===== src/rtl/bin2bcd_pkg.sv =====
// Shared types and elaboration-time helpers for the sequential binary-to-BCD converter.
// Latency: n/a (package only).
// Backpressure: n/a (package only).
package bin2bcd_pkg;

  // Converter control states.
  typedef enum logic [0:0] {
    IDLE = 1'b0,
    CONV = 1'b1
  } state_t;

  // 10^d. This is the smallest magnitude that no longer fits in d BCD digits.
  // It is valid up to d = 19, which is well beyond any display this block drives.
  function automatic longint unsigned pow10(input int d);
    longint unsigned r;
    r = 64'd1;
    for (int i = 0; i < d; i++) begin
      r = r * 64'd10;
    end
    return r;
  endfunction

  // Width of the bit counter. It must be able to hold the value p itself.
  function automatic int cnt_width(input int p);
    return (p < 1) ? 1 : $clog2(p + 1);
  endfunction

  // Width used for the overflow comparison. It is wide enough for both the
  // magnitude and 10^d, so the limit is never truncated.
  // ceil(3.33*d) is evaluated in integer arithmetic.
  function automatic int cmp_width(input int p, input int d);
    int c;
    c = ((333 * d) + 99) / 100 + 1;
    return (p > c) ? p : c;
  endfunction

endpackage


===== src/rtl/bin2bcd_seq_adjust.sv =====
// Double-dabble digit cell: adds 3 to a BCD digit of 5 or more before the next shift.
// Latency: purely combinational, zero cycles.
// Backpressure: none; the cell is stateless.
module bcd_digit_adjust (
  input  logic [3:0] digit,
  output logic [3:0] adjusted
);

  // The 4-bit add wraps by design. Legal digits never exceed 9, so the largest result is 12.
  always_comb begin
    adjusted = digit;
    if (digit >= 4'd5) begin
      adjusted = digit + 4'd3;
    end
  end

endmodule


===== src/rtl/bin2bcd_seq.sv =====
// Iterative binary-to-BCD converter (shift-add-3), one magnitude bit per clock, with sign/overflow flags.
// Latency: start at edge k gives done in the cycle after edge k+P; busy is high for exactly P cycles.
// Backpressure: start is ignored while busy; a start is accepted in the done cycle, giving one result per P+1 cycles.
module bin2bcd_seq
  import bin2bcd_pkg::*;
#(
  parameter int P = 4,
  parameter int D = 2
) (
  input  logic           clk,
  input  logic           rst,
  input  logic           start,
  input  logic [P-1:0]   mag,
  input  logic           sign_in,
  output logic           busy,
  output logic           done,
  output logic [4*D-1:0] bcd,
  output logic           neg,
  output logic           ovf
);

  localparam int CNT_W = cnt_width(P);
  localparam int CMP_W = cmp_width(P, D);
  localparam logic [CMP_W-1:0] OVF_LIMIT = CMP_W'(pow10(D));

  state_t state, state_nxt;

  // Conversion scratch: the remaining binary bits and the partial BCD digits.
  logic [P-1:0]     shift_q;
  logic [4*D-1:0]   scratch_q;
  logic [CNT_W-1:0] cnt_q;
  logic             neg_pend_q;
  logic             ovf_pend_q;

  // Result registers seen by the display driver.
  logic [4*D-1:0]   bcd_q;
  logic             neg_q;
  logic             ovf_q;
  logic             done_q;

  // Per-cycle datapath values.
  logic [4*D-1:0]   adj;
  logic [4*D-1:0]   scratch_nxt;
  logic [P-1:0]     shift_nxt;
  logic [CMP_W-1:0] mag_ext;
  logic             load;
  logic             finish;

  // One adjust cell per digit. Each one is applied before the shift.
  genvar g;
  generate
    for (g = 0; g < D; g++) begin : g_adj
      bcd_digit_adjust u_adj (
        .digit    (scratch_q[4*g +: 4]),
        .adjusted (adj[4*g +: 4])
      );
    end
  endgenerate

  // Shift {adjusted scratch, shift} left by one. The top digit's MSB falls off,
  // which leaves the result equal to mag mod 10^D when the magnitude overflows.
  assign scratch_nxt = {adj[4*D-2:0], shift_q[P-1]};
  assign shift_nxt   = shift_q << 1;

  // Widen the magnitude so the 10^D limit compares without truncation.
  assign mag_ext = CMP_W'(mag);

  // FSM state register.
  always_ff @(posedge clk) begin
    if (rst) begin
      state <= IDLE;
    end else begin
      state <= state_nxt;
    end
  end

  // Next-state decode, plus the load and finish strobes and busy.
  always_comb begin
    state_nxt = state;
    load      = 1'b0;
    finish    = 1'b0;
    busy      = 1'b0;
    case (state)
      IDLE: begin
        if (start) begin
          load      = 1'b1;
          state_nxt = CONV;
        end
      end
      CONV: begin
        busy = 1'b1;
        if (cnt_q == CNT_W'(1)) begin
          finish    = 1'b1;
          state_nxt = IDLE;
        end
      end
      default: begin
        state_nxt = IDLE;
      end
    endcase
  end

  // Scratch datapath: load on an accepted start, then shift once per CONV cycle.
  always_ff @(posedge clk) begin
    if (rst) begin
      shift_q    <= '0;
      scratch_q  <= '0;
      cnt_q      <= '0;
      neg_pend_q <= 1'b0;
      ovf_pend_q <= 1'b0;
    end else if (load) begin
      shift_q    <= mag;
      scratch_q  <= '0;
      cnt_q      <= CNT_W'(P);
      // A magnitude of zero is reported as positive whatever the sign flag says.
      neg_pend_q <= ~sign_in & (|mag);
      ovf_pend_q <= (mag_ext >= OVF_LIMIT);
    end else if (state == CONV) begin
      shift_q   <= shift_nxt;
      scratch_q <= scratch_nxt;
      cnt_q     <= cnt_q - CNT_W'(1);
    end
  end

  // Result registers: they update only on the final shift and hold until the next completion.
  always_ff @(posedge clk) begin
    if (rst) begin
      bcd_q  <= '0;
      neg_q  <= 1'b0;
      ovf_q  <= 1'b0;
      done_q <= 1'b0;
    end else begin
      done_q <= finish;
      if (finish) begin
        bcd_q <= scratch_nxt;
        neg_q <= neg_pend_q;
        ovf_q <= ovf_pend_q;
      end
    end
  end

  assign done = done_q;
  assign bcd  = bcd_q;
  assign neg  = neg_q;
  assign ovf  = ovf_q;

endmodule


===== config.mk =====
export PLATFORM = sky130hd
export DESIGN_NAME = bin2bcd_seq
export DESIGN_NICKNAME = d
export VERILOG_FILES = /design/src/rtl/bin2bcd_pkg.sv /design/src/rtl/bin2bcd_seq_adjust.sv /design/src/rtl/bin2bcd_seq.sv
export SDC_FILE = /design/constraint.sdc
export NUM_CORES = 1
export LEC_CHECK = 0
export CORE_MARGIN = 3
export CORE_UTILIZATION = 45
export CTS_BUF_LIST = sky130_fd_sc_hd__clkbuf_8
export CTS_CLUSTER_SIZE = 12
export DETAILED_ROUTE_END_ITERATION = 16
export DONT_BUFFER_PORTS = 1
export PLACE_DENSITY = 0.57
export SYNTH_ARGS = -nofsm -noshare
export SYNTH_HDL_FRONTEND = slang
export SYNTH_SLANG_ARGS = --single-unit

===== constraint.sdc =====
create_clock -name clk -period 2 [get_ports clk]
set_input_delay 0.3 -clock clk [delete_from_list [all_inputs] [get_ports clk]]
set_output_delay 0.3 -clock clk [all_outputs]
set_load 0.01 [all_outputs]

==> key figures <==
Run status
  • Status: completed

Synth
  • Largest family of logic cells by synthesized area: compound AO/OA/AOI/OAI gates
  • Synth Area in Simple Gates: 0.176
  • Mux share of post-synthesis cell area: 0.0395
  • Post-Syn Instances: 141
  • Synth Warn #: 0
  • Synth Area in Compound Gates: 0.201
  • Post-Syn Area: 1270 sq um
  • Syn_area_per_cell: 8.99 sq um
  • Post-synth top area share: 0.426
  • Flops & latches, synth: 27
  • XOR/XNOR share of the synthesized area: 0.0276
  • Adder-cell area share of the yosys netlist: 0.0592
  • Sequential area share after synthesis: 0.426
  • Synth cell types: 35
  • Synth top area cells: dfxtp_1 43%, ha_1 5.9%, a21oi_1 4.3%, mux2i_1 3.9%, nor2_1 3.6%
  • Yosys top cell by area: dfxtp_1
  • Mapped Nets: 155

CTS
  • Clock Latency Late Sink: 0.26 ns
  • Hold Buf Count CTS: 0
  • CTS buffer count: 3
  • H-Tree Level Count: 1
  • Reg clk slew, reported paths: 0.09 ns
  • Clock Tree Buf Depth: 2
  • CTS tree: built
  • Setup bufs post-CTS: 0
  • Root buffer cell: clkbuf_8
  • # clock sinks: 27
  • CTS-repair resized insts: 0

Setup path
  • Slowest CP cell: dfxtp_1
  • CP Launch Type: flop
  • Critical Path Sink Type: flop
  • CP Max Fanout: 4
  • Crit-path max cell delay: 0.40 ns
  • Delay-heaviest family, CP: compound AO/OA/AOI/OAI gates
  • Worst-path cell chain: inv_1 > ha_1 > nand2b_2 > a21oi_4 > xnor2_1 > a31o_1
  • Crit path buffers/inverters: 1
  • Worst endpoint required time: 2.16 ns
  • CP arrival: 1.65 ns
  • Kind of critical path: reg -> reg

Global route
  • Global-route wire length before repair: 3900 um
  • Initial antenna violation count: 0
  • Met2 Use GR: 0.232
  • Total congestion overflow: 0
  • Vias in the first global route: 873
  • Met3 Use GR: 0.0370
  • Gr usage total: 0.145
  • M1 GR Usage: 0.187
  • GRT Max-Usage Layer: met2
  • Largest net degree at the start of global routing: 15

Route
  • Avg Vias per Cell: 5.57
  • Antenna viol nets, final: 0
  • WL final: 2280 um
  • Initial DRC count: 33
  • DR DRC count: 0
  • Wire per inst: 13.4 um
  • Via count: 947
  • Drt first pass iters: 4

Die
  • Die H: 59.1 um
  • Die area: 3490 sq um
  • Std-Cell Core Area: 2570 sq um
  • I/O pin count: 20
  • Initial Util: 0.494
  • Row cnt: 18
  • Horiz. Die Dim: 59.1 um

Place
  • Port Buffer Count: 0
  • DP Cell Count: 166
  • Gpl congestion: 0.859
  • Place WS: 0.527 ns
  • Post-detail-place hpwl: 1680 um

Layout
  • Final layout net count: 155
  • Layout Cells excl Fill: 170
  • Fraction of layout cells with a size suffix above 1: 0.100
  • Most common cell after layout, fill and taps aside: dfxtp_1
  • N_diodes: 0
  • Commonest cells after routing, fill and taps aside: 27 x dfxtp_1, 12 x nor2_1, 11 x inv_1, 11 x a21oi_1, 9 x nand2_1
  • Layout filler cell count: 256
  • Area Overhead vs Synth: 4.25%

Min path
  • Hold crit path type: in -> reg

Timing
  • RSZ-0062 raised after global routing: false
  • Peak Freq: 0.671 GHz
  • Setup TNS: 0 ns
  • Final setup fails: 0
  • Final cycle utilization of the critical path: 0.745
  • Max Slew Vio Count: 0
  • Final Hold Viols: 0
  • Fin worst setup slack: 0.510 ns
  • Tmin final: 1.49 ns
  • Skew final: 0.00126 ns

Pwr
  • P per Cell Area: 732 nW/um^2
  • VDD IR max: 0.000464 V
  • Leak Pwr: 0.483 nW

Run
  • Max Cap Viol: 0
-- cell usage after synthesis --
| cell | n |
|---|---|
| dfxtp_1 | 27 |
| nor2_1 | 12 |
| a21oi_1 | 11 |
| inv_1 | 10 |
| nand2_1 | 9 |
| nor3_1 | 8 |
| o21ai_0 | 7 |
| ha_1 | 6 |
| buf_2 | 5 |
| mux2i_1 | 5 |
| a22o_1 | 4 |
| nand3_1 | 4 |
| xnor2_1 | 4 |
| a211oi_1 | 2 |
| a21oi_4 | 2 |
| a31o_1 | 2 |
| a31oi_1 | 2 |
| nand2b_2 | 2 |
| nor4_1 | 2 |
| o311ai_1 | 2 |
| a211oi_2 | 1 |
| and2_1 | 1 |
| buf_4 | 1 |
| buf_6 | 1 |
| conb_1 | 1 |
| inv_2 | 1 |
| nand2_2 | 1 |
| nand2b_1 | 1 |
| nand2b_4 | 1 |
| nand3b_1 | 1 |
| nor2b_1 | 1 |
| nor3b_1 | 1 |
| o21a_1 | 1 |
| o21ai_2 | 1 |
| o22ai_1 | 1 |
-- routing by layer --
metal | vias to the layer above | part of all wire
met1 | 447 | 0.49
met2 | 13 | 0.48
li1 | 485 | -
met4 | 0 | 0.0083
met5 | - | 0
met3 | 2 | 0.029
-- cells by family (layout without fill, tap and decap cells) --
family,Yosys count,count (layout)
XOR/XNOR,4,4
other,1,1
multiplexers,5,5
buffers and inverters,18,17
AO/OA/AOI/OAI,36,36
AND/OR/NAND/NOR,44,44
adder cells (fa/ha/maj),6,6
flip-flops,27,27
-- layout make-up --
class	count	area (sq um)	area share
Clock buffer	3	41.3	0.0312
Clock inverter	1	3.75	0.00284
Inverter	11	41.3	0.0312
Multi-Input combinational cell	96	642	0.486
Sequential cell	27	541	0.409
Tap cell	30	37.5	0.0284
Timing Repair Buffer	2	15.0	0.0114
-- report_power, final --
part / total (mW) / internal [mW] / switching, mW
combinational: 0.101 / 0.0430 / 0.0576
clock: 0.292 / 0.137 / 0.155
sequential: 0.575 / 0.555 / 0.0201
total: 0.968 / 0.735 / 0.233
-- stage by stage --
step / total power, mW / hold WS (ns) / utilization / area, sq um
2_1_floorplan: 0.674 / 0.372 / - / 1270
3_3_place_gp: 0.685 / 0.374 / 0.497 / 1280
3_5_place_dp: 0.689 / 0.375 / 0.497 / 1280
4_1_cts: 0.983 / 0.0898 / 0.515 / 1320
5_1_grt: 1.02 / 0.0758 / 0.515 / 1320
6_report: 0.968 / 0.0953 / 0.515 / 1320
-- worst reg2reg max path: cells and delay by family (launching register included) --
family                   cells  cell delay, ns
AO/OA/AOI/OAI                2            0.41
XOR/XNOR                     1            0.11
adder cells (fa/ha/maj)      1            0.19
buffers and inverters        1            0.10
flip-flops                   1            0.40
AND/OR/NAND/NOR              1            0.19
-- sequential cells by signal (all words and copies together) (netlist names) --
register	count
bcd	8
scratch_q	8
shift_q	4
cnt_q	3
done	1
neg	1
neg_pend_q	1
state	1
-- path summary, 6_finish.rpt --
check / end / cells after the start / from / slack [ns]
setup / recovery: scratch_q[1]$_SDFFE_PP0P_ / 6 / scratch_q[1]$_SDFFE_PP0P_ / 0.51
hold / removal: shift_q[1]$_SDFFE_PP0P_ / 1 / rst / 0.1
setup reg to reg: scratch_q[1]$_SDFFE_PP0P_ / 6 / scratch_q[1]$_SDFFE_PP0P_ / 0.51
hold reg to reg: neg$_SDFFE_PP0P_ / 1 / neg_pend_q$_SDFFE_PP0P_ / 0.48
No activity file was read; power rests on OpenSTA's default activity.
